<file path="src/rtl/circuit1_seq_if.sv">
// circuit1_seq_if: operand/result handshake bundle for circuit1_seq (ovf present only with C1_SEQ_OVF_EN)
interface circuit1_seq_if #(parameter int DATAWIDTH = 8);
    logic                     start;
    logic                     ready;
    logic                     done;
    logic [DATAWIDTH-1:0]     a;
    logic [DATAWIDTH-1:0]     b;
    logic [DATAWIDTH-1:0]     c;
    logic [DATAWIDTH-1:0]     z;
    logic [2*DATAWIDTH-1:0]   x;
`ifdef C1_SEQ_OVF_EN
    logic                     ovf;
    modport master (output start, a, b, c, input ready, done, x, z, ovf);
    modport slave  (input start, a, b, c, output ready, done, x, z, ovf);
`else
    modport master (output start, a, b, c, input ready, done, x, z);
    modport slave  (input start, a, b, c, output ready, done, x, z);
`endif
endinterface

</file>
<file path="src/rtl/circuit1_seq.sv">
// circuit1_seq: x = a*c - (a+b), z = min(a+b, a+c) on one shared add/sub unit; C1_SEQ_OVF_EN adds ovf
module circuit1_seq #(
    parameter int DATAWIDTH = 8
) (
    input logic           Clk,
    input logic           Rst,
    circuit1_seq_if.slave bus
);
    localparam int W = DATAWIDTH;
`ifdef C1_SEQ_OVF_EN
    localparam int SW = 2*W + 1;
`else
    localparam int SW = 2*W;
`endif
    typedef enum logic [1:0] {IDLE, S_D, S_E, S_X} state_t;
    state_t          state, state_nx;
    logic [W-1:0]    ra, rb, rc, d, e, z_r;
    logic [2*W-1:0]  f, x_r, prod;
    logic [SW-1:0]   op_a, op_b, sum;
    logic            sub, done_r;
`ifdef C1_SEQ_OVF_EN
    logic            cd, ce, ovf_r;
`endif
    // state register; reset discards any in-flight operation
    always_ff @(posedge Clk or negedge Rst) begin
        if (!Rst) state <= IDLE;
        else      state <= state_nx;
    end
    // next state: accept only in IDLE, then walk D -> E -> X -> IDLE
    always_comb begin
        state_nx = state;
        case (state)
            IDLE:    state_nx = bus.start ? S_D : IDLE;
            S_D:     state_nx = S_E;
            S_E:     state_nx = S_X;
            default: state_nx = IDLE;
        endcase
    end
    // shared adder operand mux: a+b, then a+c, then f-d
    always_comb begin
        op_a = SW'(ra);
        op_b = SW'(rb);
        sub  = 1'b0;
        if (state == S_E) op_b = SW'(rc);
        if (state == S_X) begin
            op_a = SW'(f);
            op_b = SW'(d);
            sub  = 1'b1;
        end
    end
    assign sum  = sub ? op_a - op_b : op_a + op_b;
    assign prod = ra * rc;
    // datapath registers; x/z only change at the final step so partial results stay hidden
    always_ff @(posedge Clk or negedge Rst) begin
        if (!Rst) begin
            ra <= '0; rb <= '0; rc <= '0;
            d <= '0; e <= '0; f <= '0;
            x_r <= '0; z_r <= '0; done_r <= 1'b0;
`ifdef C1_SEQ_OVF_EN
            cd <= 1'b0; ce <= 1'b0; ovf_r <= 1'b0;
`endif
        end else begin
            done_r <= (state == S_X);
            if (state == IDLE && bus.start) begin
                ra <= bus.a;
                rb <= bus.b;
                rc <= bus.c;
            end
            if (state == S_D) begin
                d <= sum[W-1:0];
                f <= prod;
`ifdef C1_SEQ_OVF_EN
                cd <= sum[W];
`endif
            end
            if (state == S_E) begin
                e <= sum[W-1:0];
`ifdef C1_SEQ_OVF_EN
                ce <= sum[W];
`endif
            end
            if (state == S_X) begin
                x_r <= sum[2*W-1:0];
                z_r <= (d > e) ? e : d;
`ifdef C1_SEQ_OVF_EN
                ovf_r <= cd | ce | sum[2*W];
`endif
            end
        end
    end
    assign bus.ready = (state == IDLE);
    assign bus.done  = done_r;
    assign bus.x     = x_r;
    assign bus.z     = z_r;
`ifdef C1_SEQ_OVF_EN
    assign bus.ovf   = ovf_r;
`endif
endmodule
</file>
<file path="src/flat_wrapper.sv">
// flat-port wrapper written by rule: the top's interface ports become plain ports
module circuit1_seq_flat 
#(
    parameter int DATAWIDTH = 8
)
  (Clk, Rst, bus_start, bus_a, bus_b, bus_c, bus_ready, bus_done, bus_x, bus_z);
  circuit1_seq_if #(.DATAWIDTH(DATAWIDTH)) bus_i ();
  input logic Clk;
  input logic Rst;
  input wire logic [$bits(bus_i.start)-1:0] bus_start;
  input wire logic [$bits(bus_i.a)-1:0] bus_a;
  input wire logic [$bits(bus_i.b)-1:0] bus_b;
  input wire logic [$bits(bus_i.c)-1:0] bus_c;
  output wire logic [$bits(bus_i.ready)-1:0] bus_ready;
  output wire logic [$bits(bus_i.done)-1:0] bus_done;
  output wire logic [$bits(bus_i.x)-1:0] bus_x;
  output wire logic [$bits(bus_i.z)-1:0] bus_z;
  assign bus_i.start = bus_start;
  assign bus_i.a = bus_a;
  assign bus_i.b = bus_b;
  assign bus_i.c = bus_c;
  assign bus_ready = bus_i.ready;
  assign bus_done = bus_i.done;
  assign bus_x = bus_i.x;
  assign bus_z = bus_i.z;
  circuit1_seq #(.DATAWIDTH(DATAWIDTH)) u_core (.Clk(Clk), .Rst(Rst), .bus(bus_i));
endmodule
</file>
<file path="config.mk">
export PLATFORM = sky130hd
export DESIGN_NAME = circuit1_seq_flat
export DESIGN_NICKNAME = d
export VERILOG_FILES = /design/src/rtl/circuit1_seq_if.sv /design/src/rtl/circuit1_seq.sv /design/src/flat_wrapper.sv
export SDC_FILE = /design/constraint.sdc
export NUM_CORES = 1
export LEC_CHECK = 0
export CORE_ASPECT_RATIO = 0.75
export CORE_MARGIN = 10
export CORE_UTILIZATION = 35
export DETAILED_ROUTE_END_ITERATION = 6
export DONT_BUFFER_PORTS = 1
export PLACE_DENSITY = 0.56
export SYNTH_ARGS = -nofsm -noshare
export SYNTH_HDL_FRONTEND = slang
export SYNTH_SLANG_ARGS = --single-unit
</file>
<file path="constraint.sdc">
create_clock -name Clk -period 6.15 [get_ports Clk]
set_input_delay 1.845 -clock Clk [delete_from_list [all_inputs] [get_ports Clk]]
set_output_delay 1.845 -clock Clk [all_outputs]
set_load 0.005 [all_outputs]
</file>
### Word-level counts from Yosys, hierarchy flattened

Cells that the tools add are included.

| cells by class | value |
|---|---|
| add/sub/neg operators | 2 |
| multiply operators | 1 |
| order comparisons | 1 |
| equal/unequal tests | 3 |
| multiplexer cells | 8 |
| reduce and logical (&&, ||, !) cells | 2 |

Operator list:

| cell | number |
|---|---|
| 16-bit 2-to-1 mux | 2 |
| 8-bit 2-to-1 mux | 3 |
| 16-bit by 8-bit adder with 16-bit output | 1 |
| 8-bit by 8-bit multiplier with 16-bit output | 1 |
| 16-bit by 8-bit subtractor with 16-bit output | 1 |
| 8-bit greater-than comparator | 1 |
| 2-bit one-hot mux with 3 select lines | 1 |
| 2-bit == test (second input constant) | 2 |
| 2-bit by 1-bit == test with 1-bit output (second input constant) | 1 |
| 2-bit logical NOT | 1 |
| 1-bit 2-to-1 mux | 2 |
| 1-bit logical AND | 1 |

| word-level totals | value |
|---|---|
| register bits | 83 |
| logic and storage cells | 27 |

### Logic depth before layout (Yosys ltp)

| logic depth | value |
|---|---|
| depth after elaboration | 5 |
| mapped depth | 16 |

### Worst setup path before layout

Ideal clock, no wire load.

| path | value |
|---|---|
| kind | reg-to-reg |
| start | register u_core.rc[7] |
| end | register u_core.f[13] |
| library setup time | 120 ps |
| arrival time | 4157 ps |
| required time | 6030 ps |
| path slack | 1873 ps |
| cell stages (with the launch flop) | 16 |
| path buffers | 1 |
| cell sequence | dfrtp_1 clkbuf_1 nand2_1 fa_1 fa_1 inv_1 fa_1 inv_1 fa_1 inv_1 ha_1 and4_1 o21ai_0 a31oi_1 or3_1 a31o_2 |

| between the ends | value |
|---|---|
| word-level cells in the longest chain between the ends | 1 |

Ends and longest elaborated chain:

| what | RTL line | text |
|---|---|---|
| start: declaration | circuit1_seq.sv:17 | `logic [W-1:0] ra, rb, rc, d, e, z_r;` |
| start signal: assignment | circuit1_seq.sv:67 | `rc <= bus.c;` |
| 8-bit by 8-bit multiplier with 16-bit output | circuit1_seq.sv:52 | `assign prod = ra * rc;` |
| end signal: assignment | circuit1_seq.sv:71 | `f <= prod;` |
| end: declaration | circuit1_seq.sv:18 | `logic [2*W-1:0] f, x_r, prod;` |

Every way passes these cells.
A chain may end at the register's enable or synchronous reset.

### Final worst setup path

| path | value |
|---|---|
| start | register u_core.ra[4] |
| end | register u_core.f[13] |

| between the ends | value |
|---|---|
| word-level cells in the longest chain between the ends | 1 |

Ends and longest elaborated chain:

| what | RTL line | text |
|---|---|---|
| start: declaration | circuit1_seq.sv:17 |  |
| start signal: assignment | circuit1_seq.sv:65 | `ra <= bus.a;` |
| 8-bit by 8-bit multiplier with 16-bit output | circuit1_seq.sv:52 |  |

Every way passes these cells.

==> metrics.md <==
| Metric | Value |
|---|---|
| Largest net degree at the start of global routing | `84` |
| YS warnings | `0` |
| Hold-critical path depth | `1` |
| WL final | `16600 µm` |
| Die width | `180 µm` |
| # nets final | `796` |
| Global Route Usage Sum | `0.132` |
| Post-Synthesis Cells | `687` |
| Port Buffers | `0` |
| Area of the die | `0.0252 mm²` |
| Crit Path Category | `reg -> reg` |
| Worst flop-to-flop path startpoint | `u_core.ra[4]` |
| H-Tree Level Count | `3` |
| DRC Markers | `0` |
| Area occupied by multi-input gates | `0.00425 mm²` |
| Setup TNS | `0 ns` |
| Worst hold path type | `reg -> reg` |
| Post-CTS setup buffer count | `0` |
| Post-DR vias/cell | `5.24` |
| Tcrit/Tclk final | `0.733` |
| FF+latch count, synth | `83` |
| Reg2Reg Depth | `13` |
| Simple-gate share of the synthesized area | `0.163` |
| DP HPWL | `12800 µm` |
| Outcome | `finished clean` |
| CTS root buffer | `clkbuf_16` |
| Count of TritonRoute iterations in the first routing pass | `5` |
| Initial antenna violation count | `1` |
| Clock latency on the worst-skew pair | `0.34 ns` |
| Slew @ Worst Pin | `1.11 ns` |
| Maximum clock rate | `222 MHz` |
| Vias in the first global route | `4958` |
| Routability cong. | `0.846` |
| Sequential share of the synthesized area | `0.309` |
| Combinational family with the most area after synthesis | `adder cells` |
| Xor/xnor share of the synthesized area | `0.0221` |
| Reg2reg end | `u_core.f[13]` |
| Initial Utilization | `0.360` |
| Reg area | `0.00208 mm²` |
| Unrepaired setup endpoints after global routing | `false` |
| Min cycle time layout | `4.51 ns` |
| CP Launch Type | `flop` |
| Reg clk slew, reported paths | `0.06 ns` |
| Worst reg-to-reg setup slack | `1.64 ns` |
| Syn Std Cell Area | `0.00672 mm²` |
| Post-Synth Adder-Cell Area | `0.218` |
| Global-route wire length before repair | `27500 µm` |
| Final Hold Vio Count | `0` |
| Critical Path RT | `6.38 ns` |
| Critical Path Most Common Cell | `fa_1` |
| Critical path, cell by cell | `and2_1, fa_1, fa_1, fa_1, inv_1, fa_1, inv_1, ha_1, a21oi_1, a21bo_2, a31oi_1, or3_1, a31o_2` |
| Antenna viol nets, final | `0` |
| Hold endpoint | `u_core.f[7]` |
| DR WL met2 | `6530 µm` |
| Slew margin rel. | `0.261` |
| Most frequent cells in the layout | `83 x dfrtp_1, 77 x inv_1, 57 x ha_1` |
| Largest fanout on the critical path | `10` |
| Routed length on met1 | `8710 µm` |
| Sink Count | `83` |
| Final max-slew violation count | `0` |
| Ys flop type | `dfrtp_1` |
| Mux contribution to synthesized area | `0.106` |
| Synth Area in Compound Gates | `0.123` |
| Core box area | `0.0187 mm²` |
| Crit. End Element | `flop` |
| Synthesized area per cell | `9.79 µm²` |
| EDFF count, synth | `0` |
| CTS tree | `yes` |
| Hold_buf cts | `0` |
| Top Layer Used | `met4` |
| Share of cells above drive strength 1 | `0.122` |
| # fillers | `1815` |
| Yosys cell types | `61` |
| Worst Min Path Start | `u_core.f[7]` |
| Clk buf depth | `2` |
| Crit path arrival time | `4.74 ns` |
| Gr ovfl total | `0` |
| # Max-Cap Violations | `0` |
| Slowest CP cell | `fa_1` |
| Row count | `43` |
| Count of final setup violators | `0` |
| Met3 WL | `1260 µm` |
| Critical Path Max Stage Delay | `0.56 ns` |
| Area delta synth->final | `8.41%` |
| Syn_nets | `809` |
| Commonest non-fill, non-tap cell in the layout | `dfrtp_1` |
| DIE HEIGHT | `140 µm` |
| Ports | `53` |
| Clk_skew | `0.0101 ns` |
| DRT iter0 DRCs | `365` |
| Vias | `4854` |
| Num CTS Buffers | `9` |
| Drt wl/cell | `17.9 µm` |
| Post-cts repair resize count | `0` |
| Asr flop ratio synth | `1.00` |
worst max path at each step:
stage,depth (start not counted),endpoint,slack (ns),startpoint
2_1_floorplan,15,u_core.f[13],1.87,u_core.rc[7]
3_5_place_dp,13,u_core.f[13],1.65,u_core.ra[4]
5_1_grt,13,u_core.bus.x[14],1.29,u_core.state[0]
4_1_cts,14,u_core.f[13],1.64,u_core.rc[7]
3_3_place_gp,13,u_core.f[13],1.73,u_core.ra[4]
6_report,13,u_core.f[13],1.64,u_core.ra[4]
through the flow:
stage          hold slack, ns  worst slack, ns  area, µm²  cells   util
3_5_place_dp            0.492             1.65       6950    910  0.372
4_1_cts                 0.509             1.64       7280    925  0.390
2_1_floorplan           0.475             1.87       6720    687      -
5_1_grt                 0.523             1.29       7280    925  0.390
3_3_place_gp            0.487             1.73       6950    910  0.372
6_report                0.509             1.64       7290    927  0.390
final cells by class:
| class | count | area share |
|---|---|---|
| Clock buffer | 10 | 0.0314 |
| Clock inverter | 5 | 0.0141 |
| Timing Repair Buffer | 3 | 0.00309 |
| Inverter | 77 | 0.0397 |
| Multi-Input combinational cell | 500 | 0.584 |
| Tap cell | 247 | 0.0424 |
| Sequential cell | 83 | 0.285 |
| Antenna cell | 2 | 0.000687 |
cell families (layout without fill, tap and decap cells):
family | after synthesis | count (layout)
AOI/OAI and AO/OA | 123 | 123
xor gates and xnor gates | 17 | 17
other | 0 | 2
DFF | 83 | 83
muxes | 65 | 65
adders and majority gates | 95 | 95
buffers and inverters | 104 | 95
and+or+nand+nor | 200 | 200
flip-flops by register name (all words and copies together), names as in the netlist:
register	count
u_core.bus.z	8
u_core.e	8
u_core.bus.done	1
u_core.rc	8
u_core.state	2
u_core.bus.x	16
u_core.ra	8
u_core.d	8
u_core.rb	8
u_core.f	16
cell usage after synthesis (2+ instances only):
cell type	instances	share of area
o41ai_1	2	0.0026
a221oi_1	2	0.0026
and2_1	52	0.048
a211oi_1	4	0.0045
o21ai_1	2	0.0015
nand3_1	22	0.016
xnor2_1	12	0.016
nand2_1	29	0.016
nor4b_1	2	0.0026
buf_2	3	0.0022
a31oi_1	15	0.014
a21oi_1	22	0.016
nor2b_1	20	0.019
nor3_1	9	0.0067
ha_1	58	0.11
o21a_1	11	0.012
inv_1	77	0.043
nor2_1	35	0.020
dfrtp_1	83	0.31
or3_1	7	0.0065
nand4_1	3	0.0028
a211o_1	2	0.0026
nand2b_1	3	0.0028
o211ai_1	6	0.0067
fa_1	37	0.11
a21o_1	3	0.0033
o21ai_0	33	0.025
xor2_1	5	0.0065
nand3b_1	4	0.0045
a31o_2	5	0.0065
nor3b_1	2	0.0022
nand4b_1	3	0.0039
clkbuf_1	19	0.011
mux2i_1	15	0.022
buf_1	5	0.0028
mux2_2	50	0.084
critical path, delay by kind of cell, from the launching register on:
kind,cells,cell delay [ns]
flip-flops,1,0.52
buffers and inverters,2,0.09
adder cells (fa/ha/maj),5,2.45
AND/OR/NAND/NOR,2,0.59
AO/OA/AOI/OAI,4,0.73
metal layers:
layer  track usage  vias up
li1              -     2344
met1         0.198     2371
met2         0.179      132
met3        0.0420        7
met4        0.0220        0
met5             0        -
Power is left out: the tool's default activity adds up to more than one toggle a clock period on the data nets, which glitch-free logic cannot reach.
